`config.mk`:
```
export PLATFORM = sky130hd
export DESIGN_NAME = cxu_l2_arbiter
export DESIGN_NICKNAME = d
export VERILOG_FILES = /design/src/rtl/cxu_l2_arbiter_pkg.sv /design/src/rtl/cxu_l2_arbiter_tag_fifo.sv /design/src/rtl/cxu_l2_arbiter.sv
export SDC_FILE = /design/constraint.sdc
export NUM_CORES = 1
export LEC_CHECK = 0
export BUFFER_PORTS_ARGS = -buffer_cell sky130_fd_sc_hd__buf_2
export CAP_MARGIN = 40
export CORE_AREA = 2 2 122 124
export DETAILED_ROUTE_END_ITERATION = 10
export DIE_AREA = 0 0 124 126
export PLACE_DENSITY_LB_ADDON = 0.1
export SLEW_MARGIN = 20
export SYNTH_ARGS = -nofsm -noshare
export SYNTH_HDL_FRONTEND = slang
export SYNTH_SLANG_ARGS = --single-unit
```
`constraint.sdc`:
```
create_clock -name clk -period 3.6 [get_ports clk]
set_input_delay 0.54 -clock clk [delete_from_list [all_inputs] [get_ports clk]]
set_output_delay 0.54 -clock clk [all_outputs]
set_load 0.02 [all_outputs]
```
`src/rtl/cxu_l2_arbiter_pkg.sv`:
```
// ============================================================================
// Package : cxu_l2_arbiter_pkg
// Shared types, constants and the round-robin pick helper for the arbiter.
// Revision: 1.0
// ============================================================================
`default_nettype none

package cxu_l2_arbiter_pkg;

    localparam int ARB_CNT_W   = 32;
    // Tags are sized for the largest supported requester count (N_REQ <= 32).
    localparam int ARB_MAX_REQ = 32;

    typedef logic [$clog2(ARB_MAX_REQ)-1:0] arb_tag_t;

    // Port width for an optional field: zero-width fields become a 1-bit stub.
    function automatic int pw(input int w);
        return (w > 0) ? w : 1;
    endfunction

    // First set bit of valid at or after ptr, wrapping within n requesters.
    function automatic arb_tag_t rr_pick(input logic [ARB_MAX_REQ-1:0] valid,
                                         input arb_tag_t               ptr,
                                         input int                     n);
        arb_tag_t pick;
        logic     found;
        int       idx;
        pick  = ptr;
        found = 1'b0;
        for (int k = 0; k < ARB_MAX_REQ; k++) begin
            if (k < n) begin
                idx = int'(ptr) + k;
                if (idx >= n) idx = idx - n;
                if (!found && valid[arb_tag_t'(idx)]) begin
                    pick  = arb_tag_t'(idx);
                    found = 1'b1;
                end
            end
        end
        return pick;
    endfunction

endpackage

`default_nettype wire

```
`src/rtl/cxu_l2_arbiter_tag_fifo.sv`:
```
// ============================================================================
// Module : cxu_l2_arbiter_tag_fifo
// Synchronous FIFO of requester tags recording downstream issue order.
// Revision: 1.0
// ============================================================================
`default_nettype none

module cxu_l2_arbiter_tag_fifo
    import cxu_l2_arbiter_pkg::*;
#(
    parameter int DEPTH = 4
) (
    input  logic     clk,
    input  logic     rst_n,
    input  logic     push,
    input  logic     pop,
    input  arb_tag_t din,
    output logic     full,
    output logic     empty,
    output arb_tag_t head
);

    localparam int PTR_W = $clog2(DEPTH);
    localparam int CNT_W = PTR_W + 1;

    arb_tag_t         mem_q [DEPTH];
    logic [PTR_W-1:0] rd_q, rd_d, wr_q, wr_d;
    logic [CNT_W-1:0] cnt_q, cnt_d;
    logic             push_ok, pop_ok;

    assign full    = (cnt_q == CNT_W'(DEPTH));
    assign empty   = (cnt_q == '0);
    assign head    = mem_q[rd_q];
    assign push_ok = push & ~full;
    assign pop_ok  = pop & ~empty;

    always_comb begin
        rd_d  = rd_q;
        wr_d  = wr_q;
        cnt_d = cnt_q;
        if (push_ok) wr_d = wr_q + PTR_W'(1);
        if (pop_ok)  rd_d = rd_q + PTR_W'(1);
        case ({push_ok, pop_ok})
            2'b10:   cnt_d = cnt_q + CNT_W'(1);
            2'b01:   cnt_d = cnt_q - CNT_W'(1);
            default: cnt_d = cnt_q;
        endcase
    end

    always_ff @(posedge clk or negedge rst_n) begin
        if (!rst_n) begin
            rd_q  <= '0;
            wr_q  <= '0;
            cnt_q <= '0;
        end else begin
            rd_q  <= rd_d;
            wr_q  <= wr_d;
            cnt_q <= cnt_d;
        end
    end

    always_ff @(posedge clk) begin
        if (push_ok) mem_q[wr_q] <= din;
    end

endmodule

`default_nettype wire

```
`src/rtl/cxu_l2_arbiter.sv`:
```
// ============================================================================
// Module : cxu_l2_arbiter
// Round-robin sharing of one CXU-L2 port; responses routed back by tag FIFO.
// Optional: CXU_L2_ARBITER_STATS_EN adds grant_cnt / stall_cnt outputs.
// Revision: 1.0
// ============================================================================
`default_nettype none

module cxu_l2_arbiter
    import cxu_l2_arbiter_pkg::*;
#(
    parameter int N_REQ          = 2,
    parameter int TAG_DEPTH      = 4,
    parameter int CXU_CXU_ID_W   = 0,
    parameter int CXU_STATE_ID_W = 0,
    parameter int CXU_FUNC_ID_W  = 10,
    parameter int CXU_INSN_W     = 0,
    parameter int CXU_DATA_W     = 32,
    parameter int CXU_STATUS_W   = 3
) (
    input  logic                                    clk,
    input  logic                                    rst_n,
    input  logic                                    clk_en,
    input  logic [N_REQ-1:0]                        u_req_valid,
    output logic [N_REQ-1:0]                        u_req_ready,
    input  logic [N_REQ*pw(CXU_CXU_ID_W)-1:0]       u_req_cxu_id,
    input  logic [N_REQ*pw(CXU_STATE_ID_W)-1:0]     u_req_state_id,
    input  logic [N_REQ*pw(CXU_FUNC_ID_W)-1:0]      u_req_func_id,
    input  logic [N_REQ*pw(CXU_INSN_W)-1:0]         u_req_insn,
    input  logic [N_REQ*CXU_DATA_W-1:0]             u_req_data0,
    input  logic [N_REQ*CXU_DATA_W-1:0]             u_req_data1,
    output logic [N_REQ-1:0]                        u_resp_valid,
    input  logic [N_REQ-1:0]                        u_resp_ready,
    output logic [CXU_STATUS_W-1:0]                 u_resp_status,
    output logic [CXU_DATA_W-1:0]                   u_resp_data,
    output logic                                    d_req_valid,
    input  logic                                    d_req_ready,
    output logic [pw(CXU_CXU_ID_W)-1:0]             d_req_cxu_id,
    output logic [pw(CXU_STATE_ID_W)-1:0]           d_req_state_id,
    output logic [pw(CXU_FUNC_ID_W)-1:0]            d_req_func_id,
    output logic [pw(CXU_INSN_W)-1:0]               d_req_insn,
    output logic [CXU_DATA_W-1:0]                   d_req_data0,
    output logic [CXU_DATA_W-1:0]                   d_req_data1,
    input  logic                                    d_resp_valid,
    output logic                                    d_resp_ready,
    input  logic [CXU_STATUS_W-1:0]                 d_resp_status,
    input  logic [CXU_DATA_W-1:0]                   d_resp_data
`ifdef CXU_L2_ARBITER_STATS_EN
    ,
    output logic [N_REQ*ARB_CNT_W-1:0]              grant_cnt,
    output logic [ARB_CNT_W-1:0]                    stall_cnt
`endif
);

    localparam int CID_PW = pw(CXU_CXU_ID_W);
    localparam int SID_PW = pw(CXU_STATE_ID_W);
    localparam int FID_PW = pw(CXU_FUNC_ID_W);
    localparam int INS_PW = pw(CXU_INSN_W);

    arb_tag_t                 rr_ptr_q, rr_ptr_d, lock_w_q, lock_w_d, win, head;
    logic                     lock_q, lock_d;
    logic [ARB_MAX_REQ-1:0]   valid_ext;
    logic                     any_valid, can_issue, req_fire, resp_fire;
    logic                     tag_full, tag_empty, head_ready;

    always_comb begin
        valid_ext = '0;
        for (int i = 0; i < N_REQ; i++) valid_ext[i] = u_req_valid[i];
    end

    // A stalled grant is locked so a newly raised requester cannot preempt it.
    assign win       = lock_q ? lock_w_q : rr_pick(valid_ext, rr_ptr_q, N_REQ);
    assign any_valid = |u_req_valid;
    assign can_issue = rst_n & any_valid & ~tag_full;
    assign req_fire  = can_issue & d_req_ready & clk_en;
    assign resp_fire = d_resp_valid & d_resp_ready;

    assign d_req_valid   = can_issue;
    assign d_resp_ready  = rst_n & clk_en & ~tag_empty & head_ready;
    assign u_resp_status = d_resp_status;
    assign u_resp_data   = d_resp_data;

    always_comb begin
        u_req_ready    = '0;
        u_resp_valid   = '0;
        head_ready     = 1'b0;
        d_req_cxu_id   = '0;
        d_req_state_id = '0;
        d_req_func_id  = '0;
        d_req_insn     = '0;
        d_req_data0    = '0;
        d_req_data1    = '0;
        for (int i = 0; i < N_REQ; i++) begin
            if (win == arb_tag_t'(i)) begin
                u_req_ready[i] = req_fire;
                d_req_cxu_id   = u_req_cxu_id[i*CID_PW +: CID_PW];
                d_req_state_id = u_req_state_id[i*SID_PW +: SID_PW];
                d_req_func_id  = u_req_func_id[i*FID_PW +: FID_PW];
                d_req_insn     = u_req_insn[i*INS_PW +: INS_PW];
                d_req_data0    = u_req_data0[i*CXU_DATA_W +: CXU_DATA_W];
                d_req_data1    = u_req_data1[i*CXU_DATA_W +: CXU_DATA_W];
            end
            if (head == arb_tag_t'(i)) begin
                u_resp_valid[i] = rst_n & d_resp_valid & ~tag_empty;
                head_ready      = u_resp_ready[i];
            end
        end
    end

    always_comb begin
        rr_ptr_d = rr_ptr_q;
        lock_d   = lock_q;
        lock_w_d = lock_w_q;
        if (clk_en) begin
            lock_d   = can_issue & ~d_req_ready;
            lock_w_d = win;
            if (req_fire)
                rr_ptr_d = (win == arb_tag_t'(N_REQ-1)) ? '0 : win + arb_tag_t'(1);
        end
    end

    always_ff @(posedge clk or negedge rst_n) begin
        if (!rst_n) begin
            rr_ptr_q <= '0;
            lock_q   <= 1'b0;
            lock_w_q <= '0;
        end else begin
            rr_ptr_q <= rr_ptr_d;
            lock_q   <= lock_d;
            lock_w_q <= lock_w_d;
        end
    end

    cxu_l2_arbiter_tag_fifo #(
        .DEPTH (TAG_DEPTH)
    ) u_tag_fifo (
        .clk   (clk),
        .rst_n (rst_n),
        .push  (req_fire),
        .pop   (resp_fire),
        .din   (win),
        .full  (tag_full),
        .empty (tag_empty),
        .head  (head)
    );

    a_resp_needs_tag: assert property (@(posedge clk) disable iff (!rst_n)
        !(d_resp_valid && tag_empty));

`ifdef CXU_L2_ARBITER_STATS_EN
    logic [N_REQ*ARB_CNT_W-1:0] grant_cnt_q, grant_cnt_d;
    logic [ARB_CNT_W-1:0]       stall_cnt_q, stall_cnt_d;

    always_comb begin
        grant_cnt_d = grant_cnt_q;
        stall_cnt_d = stall_cnt_q;
        for (int i = 0; i < N_REQ; i++) begin
            if (u_req_ready[i])
                grant_cnt_d[i*ARB_CNT_W +: ARB_CNT_W] =
                    grant_cnt_q[i*ARB_CNT_W +: ARB_CNT_W] + ARB_CNT_W'(1);
        end
        if (clk_en && ((can_issue && !d_req_ready) || (any_valid && tag_full)))
            stall_cnt_d = stall_cnt_q + ARB_CNT_W'(1);
    end

    always_ff @(posedge clk or negedge rst_n) begin
        if (!rst_n) begin
            grant_cnt_q <= '0;
            stall_cnt_q <= '0;
        end else begin
            grant_cnt_q <= grant_cnt_d;
            stall_cnt_q <= stall_cnt_d;
        end
    end

    assign grant_cnt = grant_cnt_q;
    assign stall_cnt = stall_cnt_q;
`endif

endmodule

`default_nettype wire
```
==> summary.md <==
* clkbuf_16 — clock root cell
* flop — startpoint types
* 44.6% — switching share of power
* 7.1% — Sequential Power Share
* buffers and inverters — cell type group with the largest total delay on the critical path
* input port to async pin — type of the worst min-delay path
* 124 µm — Die X
* 5 — number of buffers created by CTS
* 1200 µV — Worst VDD drop
* 725 — Cell Count Post-Placement
* 12.5 mm — Post-DP HPWL
* output pin — kind of end point of the critical path
* 2 — htree depth
* 5 — worst path buffer plus inverter count
* 1740 µm² — total area of multi-input combinational cells
* 460 ps — Slowest Stage Delay on Critical Path
* 5.7% — share of total power in the clock network
* 9.78 mW — Overall Power
* -359 ps — worst-case setup margin in the final layout
* 38 — post-synthesis sequential element count
* 3516 — number of vias in the routed layout
* 5.92% — adder-cell area share of the yosys netlist
* 307 — synthesized instance count
* 28.4% — area fraction in compound gates after synthesis
* 0 — remaining antenna violation count
* 0 — final global-route overflow total
* 2.79 nW — static power due to leakage
* 14 — worst reg-to-reg path cell count
* 0 — Max Transition Viols Final
* 21.1 µm — routed wire length per instance
* 640 ps — reg-to-reg setup timing slack
* a22o_1, buf_4, nor2_1 — most common library cells after synthesis
* finished, violations left — run status
* 3.57% — xor and xnor area share after synthesis
* 84.2% — area added between synthesis and finish
* 3960 ps — final critical delay including setup and external delays
* 5680 µm² — final cell area excluding filler cells
* 87.2% — Combinational Power Share
* -23450 ps — sum of negative setup slack
* 4560 µm² — Placed Instance Area
* 22.2 mm — global-route wire length before repair
* 19.3% — Overall Global Routing Usage
* ha_4, xnor2_2, ha_1, nor2_2, a211oi_2, nand4_1, buf_4, a32oi_4, nand3_4, nor4_4, buf_6, buf_12, buf_12, a22o_1, buf_6 — worst path cell trace
* 0 — total of warnings raised by yosys
* 0 — number of DRC violations after detailed routing
* 2 — CTS Buffer Depth
* 0.862 — Final GP Congestion
* yes — unrepaired setup endpoints after global routing
* 4 — number of search-and-repair iterations in the first detailed-routing pass
* 316 — num ports
* a22o_1 — library cell with the largest summed area after synthesis
* 755 — number of standard cells in the layout, taps in and fillers out
* done — CTS tree
* 10.0 µm² — synthesized area per cell
* 3.89% — fraction of synthesized area in multiplexers
* 77 — setup violation total in the final timing report
* 20 — number of synthesized flops with an enable pin
* 1050 µm² — register cell area after layout
* setup timing — violated checks
* 69.9% — worst slew slack as a fraction of its limit
* 6.78 ps — worst clock skew
* edfxtp_1 — top_reg_cell synth
* 280 ps — insertion delay of the later-clocked pin in the worst-skew pair
* 21.9% — fraction of post-synthesis cell area in the top cell type by area
* 19 — pin count of the biggest net entering global routing
* 3420 ps — worst endpoint data arrival time
* 9.70% — area share of and/or/nand/nor cells after synthesis
* 34.1% — sequential share of the synthesized area
* 1447 — count of filler cells inserted in the layout
* 60 ps — clock-pin slew of the registers on the worst-case setup and hold paths
* 3060 ps — CP Data Required Time
* dfrtp_2 — Slowest cell on crit path
* compound AO/OA/AOI/OAI gates — main combinational cell family by area after synthesis
* 126 µm — vertical die dimension
* 16 — highest fanout seen on the critical path
* 110% — final worst path period share
* 44 — std cell rows
* rr_ptr_q[4]$_DFFE_PN0P_ — r2r endpoint
* 4.36 mW — Net Switching
* 38 — sink count of the clock tree
* 3080 µm² — total standard cell area after synthesis
* 519 — nets in the synthesized netlist
* 1 — number of antenna violations at the first check in global routing
* 245 — number of input and output port buffers inserted
* 0 — final hold vios
* 5.42 mW — cell internal pwr
* 14300 µm² — placeable core area
* 0 — count of max-cap constraint violations
* rr_ptr_q[1]$_DFFE_PN0P_ — FF-to-FF Start
* flop to output pin — Crit Path Class
* 3637 — number of global-route vias before repair
* 47.4% — share of synthesized flip-flops with an asynchronous set or reset
* 15600 µm² — Die Footprint
* 449 ps — measured slew at the worst slew-check pin
* 4.66 — vias per cell
* 253 MHz — peak clock frequency supported by timing
* 61.6% — ratio of cells with drive above 1 in the final layout
* 171 — Iter 0 DRT Violations
* 48 — Distinct cells, synth
* a22o_1, edfxtp_1, dfrtp_1, buf_4, ha_1 — Synth area leaders
* 1720 nW/µm² — PD cells
* 21.5% — Initial Utilization
* 781 — net count reported at finish
* a22o_1 — most common cell in the synthesized netlist
* 15.9 mm — routed wire length
## area by class of cell
cell class	instances	share of cell area (%)
diodes	1	0.0441
clock buffers	5	2.20
clock inverters	3	1.12
inverters	19	1.26
multi-input cells	195	30.7
flip-flops and latches	38	18.5
well taps	184	4.05
repair buffers	310	42.1
## cells by family (layout without fill, tap and decap cells)
group	after synthesis	in the layout
compound gates	104	104
other cells	0	1
fa+ha+maj	14	14
mux	8	8
buf+inv	74	337
flops	38	38
simple gates	58	58
xor+xnor	11	11
## repair_timing
action / 4_1_cts / 5_1_grt
pin swaps: 8 / 15
cloned: 2 / 4
endpoints found under the setup margin: 79 / 79
buffers inserted: 6 / 10
hold buffers: 0 / 0
gates resized for setup: 124 / 69
## routing by layer
metal	wire length, µm	GRT usage, %	up-vias	share of wire (%)
met3	1770	9.65	6	11
met4	65	2.05	0	0.41
met2	7270	29.4	144	46
met1	6820	25.4	1719	43
li1	-	-	1647	-
met5	0	0	-	0
## worst max path at each step
stage / startpoint / to / cells past startpoint
after floorplan: rr_ptr_q[0]$_DFFE_PN0P_ / d_req_data0[20] / 14
after global placement: rr_ptr_q[0]$_DFFE_PN0P_ / d_req_data1[31] / 14
after detailed placement: rr_ptr_q[0]$_DFFE_PN0P_ / d_req_data1[31] / 14
after CTS: rr_ptr_q[1]$_DFFE_PN0P_ / d_req_data1[24] / 14
after global routing: rr_ptr_q[0]$_DFFE_PN0P_ / d_req_func_id[0] / 15
final: rr_ptr_q[1]$_DFFE_PN0P_ / d_req_func_id[9] / 15
## cells in the final DEF, fill, tap and decap left out, drive strengths merged, types with 4 or more instances in the layout
| cell | instances |
|---|---|
| inv | 19 |
| edfxtp | 20 |
| nand2 | 11 |
| ha | 13 |
| o21ai | 7 |
| nor2 | 25 |
| buf | 307 |
| clkbuf | 8 |
| dfrtp | 18 |
| a21oi | 5 |
| a22o | 77 |
| xnor2 | 7 |
| nand3 | 4 |
## power groups by stage
stage / clock network, mW / registers [mW] / logic, mW
finish: 0.559 / 0.692 / 8.53
global route: 0.589 / 0.708 / 9.03
CTS: 0.573 / 0.691 / 7.45
detailed placement: 0 / 0.689 / 5.92
global placement: 0 / 0.683 / 5.90
floorplan: 0 / 0.663 / 3.62
## stage by stage
stage / setup slack, ps / hold slack (ps) / util, %
after detailed placement: -212 / 377 / 31.9
after CTS: -352 / 82.3 / 36.7
after global placement: -78.8 / 372 / 31.9
after floorplan: -8.96 / 244 / -
after global routing: -551 / 88.0 / 39.7
final: -359 / 83.1 / 39.7
## registers in the layout (all words and copies together) (netlist names)
signal	count
u_tag_fifo.cnt_q	3
u_tag_fifo.mem_q	20
lock_w_q	5
u_tag_fifo.wr_q	2
lock_q	1
rr_ptr_q	5
u_tag_fifo.rd_q	2
No activity file was read; power rests on OpenSTA's default activity.
